$ cat src/rtl/mult_div_unit_if.sv
// Operand/result bus between issue logic and the multiply/divide unit.
// Latency: n/a (wires only); results are registered inside the unit.
// Backpressure: none beyond busy; the unit drops start/hilo_we while busy=1.
interface mult_div_unit_if #(parameter int WIDTH = 32);
    logic             start;
    logic [1:0]       op;
    logic [WIDTH-1:0] A;
    logic [WIDTH-1:0] B;
    logic [1:0]       hilo_we;
    logic [WIDTH-1:0] wdata;
    logic             busy;
    logic             done;
    logic             div_by_zero;
    logic [WIDTH-1:0] HI;
    logic [WIDTH-1:0] LO;

    modport master (
        output start, op, A, B, hilo_we, wdata,
        input  busy, done, div_by_zero, HI, LO
    );

    modport slave (
        input  start, op, A, B, hilo_we, wdata,
        output busy, done, div_by_zero, HI, LO
    );
endinterface

$ cat src/rtl/mult_div_unit.sv
// Iterative MULT/MULTU/DIV/DIVU plus MTHI/MTLO writes into the HI/LO register pair.
// Latency: WIDTH+2 edges from start to done; divide-by-zero (and MULT* with FAST_MUL_EN) take 2.
// Backpressure: busy=1 while an op is in flight; start and hilo_we are ignored until busy drops.
module mult_div_unit #(
    parameter int WIDTH = 32
) (
    input  logic           clk,
    input  logic           rst_n,
    mult_div_unit_if.slave mdu
);
    localparam int CNT_W = $clog2(WIDTH);

    typedef enum logic [1:0] {IDLE, CALC, FIX} state_t;

    state_t           state_q, state_d;
    logic [CNT_W-1:0] cnt_q, cnt_d;
    // acc_hi: partial product high half / partial remainder
    // acc_lo: multiplier being shifted out / dividend shifting out, quotient shifting in
    // opnd:   multiplicand / divisor magnitude
    logic [WIDTH-1:0] acc_hi_q, acc_hi_d;
    logic [WIDTH-1:0] acc_lo_q, acc_lo_d;
    logic [WIDTH-1:0] opnd_q, opnd_d;
    logic             is_div_q, is_div_d;
    logic             neg_a_q, neg_a_d;
    logic             neg_b_q, neg_b_d;
    logic             dbz_q, dbz_d;
    logic [WIDTH-1:0] hi_q, hi_d;
    logic [WIDTH-1:0] lo_q, lo_d;
    logic             busy_q, busy_d;
    logic             done_q, done_d;
    logic             div_by_zero_q, div_by_zero_d;

    // Request decode: magnitudes are taken only for the signed ops
    logic             req_signed;
    logic             req_div;
    logic             req_dbz;
    logic [WIDTH-1:0] a_abs;
    logic [WIDTH-1:0] b_abs;

    assign req_signed = ~mdu.op[0];
    assign req_div    = mdu.op[1];
    assign req_dbz    = req_div && (mdu.B == '0);
    assign a_abs      = (req_signed && mdu.A[WIDTH-1]) ? -mdu.A : mdu.A;
    assign b_abs      = (req_signed && mdu.B[WIDTH-1]) ? -mdu.B : mdu.B;

`ifdef FAST_MUL_EN
    logic [2*WIDTH-1:0] fast_prod;
    assign fast_prod = {{WIDTH{1'b0}}, a_abs} * {{WIDTH{1'b0}}, b_abs};
`endif

    // Shift-add step: add the multiplicand when the current multiplier bit is set
    logic [WIDTH-1:0] mul_addend;
    logic [WIDTH:0]   mul_sum;
    assign mul_addend = acc_lo_q[0] ? opnd_q : '0;
    assign mul_sum    = {1'b0, acc_hi_q} + {1'b0, mul_addend};

    // Restoring step: shift in the next dividend bit, subtract if it fits
    logic [WIDTH:0]   div_shift;
    logic             div_ge;
    logic [WIDTH-1:0] div_sub;
    assign div_shift = {acc_hi_q, acc_lo_q[WIDTH-1]};
    assign div_ge    = div_shift >= {1'b0, opnd_q};
    assign div_sub   = div_shift[WIDTH-1:0] - opnd_q;

    // Sign correction applied in FIX
    logic [2*WIDTH-1:0] prod_mag;
    logic [2*WIDTH-1:0] prod_fix;
    logic [WIDTH-1:0]   quo_fix;
    logic [WIDTH-1:0]   rem_fix;
    assign prod_mag = {acc_hi_q, acc_lo_q};
    assign prod_fix = (neg_a_q ^ neg_b_q) ? -prod_mag : prod_mag;
    assign quo_fix  = (neg_a_q ^ neg_b_q) ? -acc_lo_q : acc_lo_q;
    assign rem_fix  = neg_a_q ? -acc_hi_q : acc_hi_q;

    // Next-state and datapath for the IDLE -> CALC -> FIX sequence
    always_comb begin
        state_d       = state_q;
        cnt_d         = cnt_q;
        acc_hi_d      = acc_hi_q;
        acc_lo_d      = acc_lo_q;
        opnd_d        = opnd_q;
        is_div_d      = is_div_q;
        neg_a_d       = neg_a_q;
        neg_b_d       = neg_b_q;
        dbz_d         = dbz_q;
        hi_d          = hi_q;
        lo_d          = lo_q;
        busy_d        = busy_q;
        done_d        = 1'b0;
        div_by_zero_d = div_by_zero_q;

        case (state_q)
            IDLE: begin
                if (mdu.hilo_we[1]) hi_d = mdu.wdata;
                if (mdu.hilo_we[0]) lo_d = mdu.wdata;
                if (mdu.start) begin
                    is_div_d      = req_div;
                    neg_a_d       = req_signed & mdu.A[WIDTH-1];
                    neg_b_d       = req_signed & mdu.B[WIDTH-1];
                    dbz_d         = req_dbz;
                    div_by_zero_d = 1'b0;
                    busy_d        = 1'b1;
                    cnt_d         = '0;
                    acc_hi_d      = '0;
                    acc_lo_d      = a_abs;
                    opnd_d        = b_abs;
                    state_d       = CALC;
`ifdef FAST_MUL_EN
                    if (!req_div) begin
                        {acc_hi_d, acc_lo_d} = fast_prod;
                        state_d              = FIX;
                    end
`endif
                    if (req_dbz) begin
                        // Raw dividend is what HI must report
                        acc_hi_d = mdu.A;
                        state_d  = FIX;
                    end
                end
            end
            CALC: begin
                if (is_div_q) begin
                    acc_hi_d = div_ge ? div_sub : div_shift[WIDTH-1:0];
                    acc_lo_d = {acc_lo_q[WIDTH-2:0], div_ge};
                end else begin
                    acc_hi_d = mul_sum[WIDTH:1];
                    acc_lo_d = {mul_sum[0], acc_lo_q[WIDTH-1:1]};
                end
                cnt_d = cnt_q + CNT_W'(1);
                if (cnt_q == CNT_W'(WIDTH - 1)) begin
                    state_d = FIX;
                end
            end
            FIX: begin
                if (dbz_q) begin
                    hi_d          = acc_hi_q;
                    lo_d          = '1;
                    div_by_zero_d = 1'b1;
                end else if (is_div_q) begin
                    hi_d = rem_fix;
                    lo_d = quo_fix;
                end else begin
                    {hi_d, lo_d} = prod_fix;
                end
                done_d  = 1'b1;
                busy_d  = 1'b0;
                cnt_d   = '0;
                state_d = IDLE;
            end
            default: begin
                state_d = IDLE;
                busy_d  = 1'b0;
            end
        endcase
    end

    // State and output registers; reset discards any in-flight op
    always_ff @(posedge clk or negedge rst_n) begin
        if (!rst_n) begin
            state_q       <= IDLE;
            cnt_q         <= '0;
            acc_hi_q      <= '0;
            acc_lo_q      <= '0;
            opnd_q        <= '0;
            is_div_q      <= 1'b0;
            neg_a_q       <= 1'b0;
            neg_b_q       <= 1'b0;
            dbz_q         <= 1'b0;
            hi_q          <= '0;
            lo_q          <= '0;
            busy_q        <= 1'b0;
            done_q        <= 1'b0;
            div_by_zero_q <= 1'b0;
        end else begin
            state_q       <= state_d;
            cnt_q         <= cnt_d;
            acc_hi_q      <= acc_hi_d;
            acc_lo_q      <= acc_lo_d;
            opnd_q        <= opnd_d;
            is_div_q      <= is_div_d;
            neg_a_q       <= neg_a_d;
            neg_b_q       <= neg_b_d;
            dbz_q         <= dbz_d;
            hi_q          <= hi_d;
            lo_q          <= lo_d;
            busy_q        <= busy_d;
            done_q        <= done_d;
            div_by_zero_q <= div_by_zero_d;
        end
    end

    assign mdu.busy        = busy_q;
    assign mdu.done        = done_q;
    assign mdu.div_by_zero = div_by_zero_q;
    assign mdu.HI          = hi_q;
    assign mdu.LO          = lo_q;
endmodule

$ cat src/flat_wrapper.sv
// flat-port wrapper written by rule: the top's interface ports become plain ports
module mult_div_unit_flat 
#(
    parameter int WIDTH = 32
)
  (clk, rst_n, mdu_start, mdu_op, mdu_A, mdu_B, mdu_hilo_we, mdu_wdata, mdu_busy, mdu_done, mdu_div_by_zero, mdu_HI, mdu_LO);
  mult_div_unit_if #(.WIDTH(WIDTH)) mdu_i ();
  input  logic clk;
  input  logic rst_n;
  input wire logic [$bits(mdu_i.start)-1:0] mdu_start;
  input wire logic [$bits(mdu_i.op)-1:0] mdu_op;
  input wire logic [$bits(mdu_i.A)-1:0] mdu_A;
  input wire logic [$bits(mdu_i.B)-1:0] mdu_B;
  input wire logic [$bits(mdu_i.hilo_we)-1:0] mdu_hilo_we;
  input wire logic [$bits(mdu_i.wdata)-1:0] mdu_wdata;
  output wire logic [$bits(mdu_i.busy)-1:0] mdu_busy;
  output wire logic [$bits(mdu_i.done)-1:0] mdu_done;
  output wire logic [$bits(mdu_i.div_by_zero)-1:0] mdu_div_by_zero;
  output wire logic [$bits(mdu_i.HI)-1:0] mdu_HI;
  output wire logic [$bits(mdu_i.LO)-1:0] mdu_LO;
  assign mdu_i.start = mdu_start;
  assign mdu_i.op = mdu_op;
  assign mdu_i.A = mdu_A;
  assign mdu_i.B = mdu_B;
  assign mdu_i.hilo_we = mdu_hilo_we;
  assign mdu_i.wdata = mdu_wdata;
  assign mdu_busy = mdu_i.busy;
  assign mdu_done = mdu_i.done;
  assign mdu_div_by_zero = mdu_i.div_by_zero;
  assign mdu_HI = mdu_i.HI;
  assign mdu_LO = mdu_i.LO;
  mult_div_unit #(.WIDTH(WIDTH)) u_core (.clk(clk), .rst_n(rst_n), .mdu(mdu_i));
endmodule
$ cat config.mk
export PLATFORM = sky130hd
export DESIGN_NAME = mult_div_unit_flat
export DESIGN_NICKNAME = d
export VERILOG_FILES = /design/src/rtl/mult_div_unit_if.sv /design/src/rtl/mult_div_unit.sv /design/src/flat_wrapper.sv
export SDC_FILE = /design/constraint.sdc
export NUM_CORES = 1
export LEC_CHECK = 0
export CAP_MARGIN = 20
export CORE_AREA = 10 10 212 214
export DETAILED_ROUTE_END_ITERATION = 10
export DIE_AREA = 0 0 222 224
export GPL_TIMING_DRIVEN = 0
export PLACE_DENSITY = 0.7
export RECOVER_POWER = 50
export SLEW_MARGIN = 20
export SYNTH_ARGS = -nofsm -noshare
export SYNTH_HDL_FRONTEND = slang
export SYNTH_SLANG_ARGS = --single-unit
export TNS_END_PERCENT = 30
$ cat constraint.sdc
create_clock -name clk -period 3.42 [get_ports clk]
set_input_delay 0.684 -clock clk [delete_from_list [all_inputs] [get_ports clk]]
set_output_delay 0.684 -clock clk [all_outputs]
set_load 0.1 [all_outputs]
Word-level counts from Yosys, hierarchy flattened
Cells that the tools add are included.

word-level totals
  output and inout bits = 67
  input bits = 103
  word-level logic and storage cells = 86
  flip-flop bits (word level) = 174

cells by class
  equality and inequality tests = 8
  bitwise gates (word level) = 5
  mux-type cells = 34
  add/subtract/negate cells = 8
  magnitude comparators = 1
  reductions and logical operators = 16

operators by type and width
  cell                                                   count
  two-way mux 32 bit                                     17
  case mux 32 bit (2 select lines)                       4
  negation 32 bit                                        4
  two-way mux 64 bit                                     1
  negation 64 bit                                        1
  adder 32 x 32 -> 33 bit                                1
  >= comparator 33 x 32 -> 1 bit                         1
  logical NOT 32 bit                                     1
  subtractor 32 bit                                      1
  case mux 5 bit (3 select lines)                        1
  AND reduction 2 bit                                    7
  two-way mux 2 bit                                      3
  inequality test 2 bit, second input constant           3
  adder 5 x 1 -> 5 bit, second input constant            1
  == test 5 bit, second input constant                   1
  two-way mux 5 bit                                      1
  two-way mux 1 bit                                      4
  inequality test 2 x 1 -> 1 bit, second input constant  2
  case mux 1 bit (2 select lines)                        2
  case mux 2 bit (2 select lines)                        1
  nonzero test 2 bit                                     2
  logical AND 1 bit                                      3
  AND reduction 3 bit                                    1
  nonzero test 3 bit                                     1
  other kinds (6)                                        8

Depth between registers and ports, before layout
Gate-level depths: netlist of the first run.

  depth after elaboration = 5
  depth in mapped cells = 14
  gate-level depth less buffers = 12

Worst setup path before layout of the first run
Ideal clock, no wire load.

  kind = register -> register
  start point = register u_core.acc_lo_q[0]
  end point = register u_core.acc_hi_q[27]
  setup time = 131 ps
  setup slack = 63 ps
  buffers on the path = 1
  arrival = 3,227 ps
  clock period less this slack = 3,357 ps
  data required time = 3,289 ps
  stages on the path, launching flop included = 14
  path through = dfrtp_1 inv_1 buf_1 nor2_1 fa_1 a21o_1 a221o_1 a311oi_2 nor4_1 o311ai_2 mux2i_1 nand4_1 a22oi_1 o21ai_0

on the way
  word-level cells in the longest chain between the ends = 4

RTL lines
  item                              line                  text
  from (decl)                       mult_div_unit.sv:21   logic [WIDTH-1:0] acc_lo_q, acc_lo_d;
  from (signal assigned)            mult_div_unit.sv:178  acc_lo_q <= acc_lo_d;
  two-way mux 32 bit                mult_div_unit.sv:54   assign mul_addend = acc_lo_q[0] ? opnd_q : '0;
  adder 32 x 32 -> 33 bit           mult_div_unit.sv:55   assign mul_sum = {1'b0, acc_hi_q} + {1'b0, mul_addend};
  two-way mux 32 bit                mult_div_unit.sv:122  if (is_div_q) begin
  case mux 32 bit (2 select lines)  mult_div_unit.sv:92   case (state_q)
  to (signal assigned)              mult_div_unit.sv:177  acc_hi_q <= acc_hi_d;
  to (decl)                         mult_div_unit.sv:20   logic [WIDTH-1:0] acc_hi_q, acc_hi_d;

No other way between the ends.
A chain may end at the register's enable or synchronous reset.

Worst setup path in the final report of the first run
  start point = register u_core.acc_lo_q[0]
  end point = register u_core.acc_hi_q[26]

The elaborated chain is that of the path after synthesis.

==> impl_metrics.json, run 1 <==
{
  "status": "finished, violations left",
  "violations": "capacitance limit, slew limit",
  "syn_inst": 1987,
  "rsz0062_at_grt": "true",
  "clk_pin_slew_ns": 0.08,
  "antenna_found_initial": 1,
  "final-max-slew-violation-count": 82,
  "die_height_um": 224,
  "vias_per_cell": 5.957,
  "clock_path_buffers": 2,
  "die_w_um": 222,
  "grt_pass1_wl_mm": 96.44,
  "grt_pass1_vias": 16040,
  "avgSynthCellArea_um2": 7.652,
  "setup_viol": 0,
  "post-place-ws_ns": -1.277,
  "final_area_um2": 18670,
  "fin_crit_sh_pct": 98.13,
  "final_nets": 2369,
  "area_delta_synth_final_pct": 22.82,
  "ys_warn_count": 0,
  "totalWireLength_mm": 63.85,
  "maxCapViolCount": 1,
  "relSlewSlack_pct": -44.23,
  "setup_slack_ns": 0.06408,
  "core_area_um2": 40550,
  "num_vias": 16320,
  "ys_ff_latch": 174,
  "rrSetupSlack_ns": 0.06,
  "skew_ns": 0.01525,
  "synth_cell_types": 82,
  "cts_buffers": 17,
  "overflow": 0,
  "wl_per_cell_um": 23.31,
  "drive_above_1_share_pct": 7.839,
  "critPathLaunchType": "flop",
  "grt_util_all_layers_pct": 24.67,
  "drcViolationCount": 0,
  "grt_max_degree": 94,
  "tightest_slew_ns": 2.163,
  "hpwl_mm": 50.98,
  "crit_path_max_fanout": 10,
  "clock_latency_ns": 0.46,
  "synth_ff_type": "dfrtp_1",
  "rows": 74,
  "syn_nets": 2162,
  "multi_input_area_um2": 10390,
  "timing.final.crit_period_ns": 3.356,
  "cts_sinks": 174,
  "fill_cells": 4102,
  "synth_top_cell_area_share_pct": 28.64,
  "yosys.area.top_type": "dfrtp_1",
  "max_freq_mhz": 298.0,
  "crit_path_end_kind": "flop",
  "gp_congestion": 1.022,
  "hold_viol": 0,
  "initialDrtViolationCount": 1703,
  "place_area_um2": 17590,
  "initial_utilization_pct": 37.49,
  "synth_common_cells": "o21ai_0 (235), nand2_1 (232), nor2_1 (187), dfrtp_1 (174), a21oi_1 (158)",
  "syn_area_um2": 15200,
  "antenna_cells": 0,
  "yosysMostFrequentCell": "o21ai_0",
  "cts_hold_buffers": 0,
  "synthArstFlopShare_pct": 100.0,
  "required_ns": 3.74,
  "io_buffer_count": 169,
  "ant_nets": 0,
  "tritoncts": "yes",
  "cts-root-buf": "clkbuf_16",
  "critPathKind": "reg -> reg",
  "min_path_type": "reg -> reg",
  "htreeDepth": 4,
  "pin_count": 170,
  "synth.area.top_cells": "dfrtp_1 (29%), o21ai_0 (7.7%), ha_1 (5.8%), nand2_1 (5.7%), a21oi_1 (5.2%)",
  "drt_pass1_iterations": 6,
  "arrival_ns": 3.67,
  "synth_edf_count": 0,
  "regArea_um2": 4368,
  "dieArea_um2": 49730,
  "yosysSeqAreaShare_pct": 28.64
}
## worst paths after layout
path / depth (start not counted) / endpoint / startpoint
hold / removal: 2 / u_core.opnd_q[13]$_DFFE_PN0P_ / u_core.opnd_q[13]$_DFFE_PN0P_
setup reg to reg: 13 / u_core.acc_hi_q[26]$_DFFE_PN0P_ / u_core.acc_lo_q[0]$_DFFE_PN0P_
setup / recovery: 13 / u_core.acc_hi_q[26]$_DFFE_PN0P_ / u_core.acc_lo_q[0]$_DFFE_PN0P_
hold reg to reg: 2 / u_core.opnd_q[13]$_DFFE_PN0P_ / u_core.opnd_q[13]$_DFFE_PN0P_
min in group asynchronous: 1 / u_core.mdu.LO[10]$_DFFE_PN0P_ / rst_n
max in group asynchronous: 2 / u_core.acc_hi_q[23]$_DFFE_PN0P_ / rst_n
## cells in the final DEF, fill, tap and decap left out, types with 16 or more instances in the layout
| cell | netlist | routed |
|---|---|---|
| nand2_1 | 232 | 231 |
| and3_1 | 22 | 21 |
| clkbuf_1 | 101 | 96 |
| nor2_1 | 187 | 183 |
| o22ai_1 | 34 | 33 |
| nor3_1 | 48 | 46 |
| o211ai_1 | 16 | 16 |
| buf_4 | 2 | 26 |
| xnor2_1 | 80 | 79 |
| inv_1 | 67 | 66 |
| o31ai_1 | 23 | 22 |
| ha_1 | 70 | 57 |
| a31oi_1 | 21 | 21 |
| dfrtp_1 | 174 | 163 |
| clkdlybuf4s50_1 | 0 | 154 |
| a21o_1 | 23 | 23 |
| a21oi_1 | 158 | 153 |
| or3_1 | 25 | 25 |
| xor2_1 | 88 | 88 |
| clkbuf_16 | 0 | 17 |
| nand4_1 | 17 | 17 |
| nand3_1 | 30 | 29 |
| o21ai_0 | 235 | 232 |
| nand2b_1 | 22 | 22 |
| mux2i_1 | 42 | 42 |
| nor4_1 | 22 | 20 |
| a211oi_1 | 17 | 16 |
## metal layers
| metal | track usage, % | wire, um |
|---|---|---|
| met5 | 0 | 0 |
| met4 | 13.65 | 3569 |
| met3 | 3.503 | 4734 |
| met2 | 39.48 | 28590 |
| met1 | 31.53 | 26950 |
## flip-flops by register name, summed over array words and instances (netlist names), 2 cells and up
name             flops
u_core.cnt_q         5
u_core.mdu.LO       32
u_core.acc_lo_q     32
u_core.opnd_q       32
u_core.state_q       2
u_core.mdu.HI       32
u_core.acc_hi_q     32
## cell families after synthesis
group                    count (synthesis)  synth area share [%]
multiplexers                            50                 3.357
flip-flops                             174                 28.64
buffers and inverters                  189                 4.822
XOR/XNOR                               168                 9.677
AND/OR/NAND/NOR                        685                 21.61
adder cells (fa/ha/maj)                 72                 6.024
AO/OA/AOI/OAI                          649                 25.87
## final cells by class
| type | count | area share [%] |
|---|---|---|
| buffer | 118 | 2.693 |
| clock buffer | 18 | 2.352 |
| clock inverter | 14 | 0.9045 |
| inverter | 67 | 1.374 |
| multi-input combinational | 1624 | 55.66 |
| sequential | 174 | 23.39 |
| tap | 532 | 3.564 |
| timing repair buffer | 192 | 10.06 |
## through the flow
stage / utilization (%) / hold WS, ns / instances / setup TNS [ns]
after floorplan: - / 0.3884 / 1987 / 0
after global placement: 43.30 / 0.4641 / 2688 / -1033.15
after detailed placement: 43.39 / 0.4713 / 2689 / -29.16
after CTS: 45.53 / 0.2288 / 2733 / 0
after global routing: 46.05 / 0.5034 / 2739 / -0.1570
final: 46.05 / 0.4812 / 2739 / 0
## worst max-delay path, stage by stage, from the launching register on
cell	delay, ns
dfrtp_2	0.46
inv_6	0.12
buf_6	0.18
nor2_1	0.06
ha_1	0.35
and3_2	0.24
o211ai_1	0.10
buf_4	0.17
a2111oi_4	0.37
o22ai_2	0.14
o211ai_1	0.33
mux2_2	0.39
a21oi_1	0.16
o221ai_1	0.13
## timing repair
item | 4_1_cts | 5_1_grt
buffers inserted | 14 | 8
pin swaps | 12 | 18
setup endpoints to repair | 58 | 27
resized for setup | 43 | 50
Power of run 1 is left out: the tool's default activity adds up to more than one toggle a clock period on the data nets, which glitch-free logic cannot reach.
==> run 2: changes to the inputs <==
--- a/config.mk
+++ b/config.mk
@@ -6,11 +6,11 @@
 export NUM_CORES = 1
 export LEC_CHECK = 0
 export CAP_MARGIN = 20
-export CORE_AREA = 10 10 212 214
+export CORE_AREA = 10 10 195 197
 export DETAILED_ROUTE_END_ITERATION = 10
-export DIE_AREA = 0 0 222 224
+export DIE_AREA = 0 0 205 207
 export GPL_TIMING_DRIVEN = 0
-export PLACE_DENSITY = 0.7
+export PLACE_DENSITY = 0.79
 export RECOVER_POWER = 50
 export SLEW_MARGIN = 20
 export SYNTH_ARGS = -nofsm -noshare
==> impl_metrics.json, run 2 (synthesis gave the netlist of run 1 again) <==
{
  "rsz0062_at_grt": "true",
  "htreeDepth": 4,
  "setup_viol": 0,
  "critPathKind": "reg -> reg",
  "tritoncts": "yes",
  "grt_util_all_layers_pct": 29.49,
  "totalWireLength_mm": 65.40,
  "ant_nets": 0,
  "final_nets": 2373,
  "layout_common_cells": "nand2_1 (231), o21ai_0 (230), nor2_1 (183), dfrtp_1 (169), clkdlybuf4s50_1 (160)",
  "vias_per_cell": 6.281,
  "place_area_um2": 17530,
  "min_from": "u_core.mdu.LO[30]$_DFFE_PN0P_",
  "min_path_type": "reg -> reg",
  "pin_count": 170,
  "r2r-start": "u_core.state_q[0]$_DFFE_PN0P_",
  "tightest_slew_ns": 2.435,
  "crit_chain": "clkbuf_1, nor2b_1, clkbuf_1, buf_1, o31ai_1, o31ai_1",
  "drive_above_1_share_pct": 7.644,
  "final_common_cell": "nand2_1",
  "arrival_ns": 3.77,
  "cts-root-buf": "clkbuf_16",
  "num_vias": 16750,
  "rows": 68,
  "area_delta_synth_final_pct": 22.25,
  "grt_pass1_wl_mm": 97.67,
  "gp_congestion": 1.048,
  "clock_path_buffers": 2,
  "slowest_stage": "clkbuf_1",
  "timing.final.crit_period_ns": 3.417,
  "hpwl_mm": 52.07,
  "cts_sinks": 174,
  "critPathLaunchType": "flop",
  "crit_path_end_kind": "flop",
  "maxCapViolCount": 1,
  "crit_path_max_fanout": 10,
  "overflow": 0,
  "status": "finished, violations left",
  "core_area_um2": 34120,
  "violations": "capacitance limit, slew limit",
  "initial_utilization_pct": 44.57,
  "io_buffer_count": 169,
  "grt_max_degree": 97,
  "skew_ns": 0.01480,
  "dieArea_um2": 42440,
  "cts_buffers": 17,
  "drcViolationCount": 0,
  "relSlewSlack_pct": -62.32,
  "hold_viol": 0,
  "final-max-slew-violation-count": 97,
  "antenna_found_initial": 0,
  "final_area_um2": 18590,
  "hold-worst-slack_ns": 0.4816,
  "critPathMaxStageDelay_ns": 0.69,
  "required_ns": 3.77,
  "fin_crit_sh_pct": 99.92,
  "crit_start": "u_core.state_q[0]$_DFFE_PN0P_",
  "antenna_cells": 0,
  "die_w_um": 205,
  "clock_latency_ns": 0.45,
  "grt_pass1_vias": 16420,
  "die_height_um": 207,
  "fill_cells": 3233,
  "wl_per_cell_um": 24.53,
  "max_freq_mhz": 292.6,
  "clk_pin_slew_ns": 0.08,
  "drt_pass1_iterations": 6,
  "initialDrtViolationCount": 1752
}
==> run 2: changes by cell type in the layout (fill, tap and decap cells not counted), moves of 6 or more <==
cell,delta
clkdlybuf4s50_1,+6
dfrtp_1,+6
dfrtp_2,-6
dlygate4sd3_1,-6
inv_8,+6
==> run 2: path summary, 6_finish.rpt <==
path	end	slack (ns)	cells past startpoint
hold reg to reg	u_core.mdu.LO[30]$_DFFE_PN0P_	0.48	2
hold / removal	u_core.mdu.LO[30]$_DFFE_PN0P_	0.48	2
setup / recovery	u_core.acc_hi_q[30]$_DFFE_PN0P_	0.003	6
max in group asynchronous	u_core.acc_hi_q[13]$_DFFE_PN0P_	0.62	3
min in group asynchronous	u_core.mdu.LO[30]$_DFFE_PN0P_	1.05	2
setup reg to reg	u_core.acc_hi_q[30]$_DFFE_PN0P_	0.003	6
==> run 2: stage by stage <==
step,setup slack [ns],util (%),std cells,setup TNS [ns]
after floorplan,0.06276,-,1987,0
final,0.002657,54.48,2666,0
after CTS,-0.05107,53.96,2658,-0.1046
after global placement,-5.601,51.19,2611,-998.07
after global routing,-0.1028,54.48,2666,-0.5150
after detailed placement,-1.689,51.39,2613,-31.24
==> run 2: layer usage <==
layer	routed length, um	global-route usage [%]	up-vias	share of wire (%)
li1	-	-	7600	-
met1	25540	35.60	7984	39
met2	29950	48.76	936	46
met3	5574	4.666	225	8.5
met4	4345	16.81	0	6.6
met5	0	0	-	0
==> run 2: critical path, delay by kind of cell (launching register included) <==
| family | cells | cell delay (ns) |
|---|---|---|
| AO/OA/AOI/OAI | 2 | 0.40 |
| flip-flops | 1 | 0.35 |
| AND/OR/NAND/NOR | 1 | 0.56 |
| buffers and inverters | 3 | 2.00 |
==> run 2: what timing repair did <==
action | 4_1_cts | 5_1_grt
cloned | 0 | 0
buffers inserted | 15 | 8
setup endpoints to repair | 55 | 45
hold buffers | 0 | 0
pin swaps | 18 | 23
gates resized for setup | 43 | 51
==> run 2: cell type report <==
cell class              count  area, um2  area share (%)
plain buffers             120      509.2           2.740
clock buffers              18      439.2           2.363
clock inverters            14      166.4          0.8953
inverters                  67      260.3           1.400
multi-input cells        1624      10410           56.00
flip-flops and latches    174       4360           23.46
well taps                 455      569.3           3.063
repair buffers            194       1874           10.08
Power of run 2 is left out for the same reason.
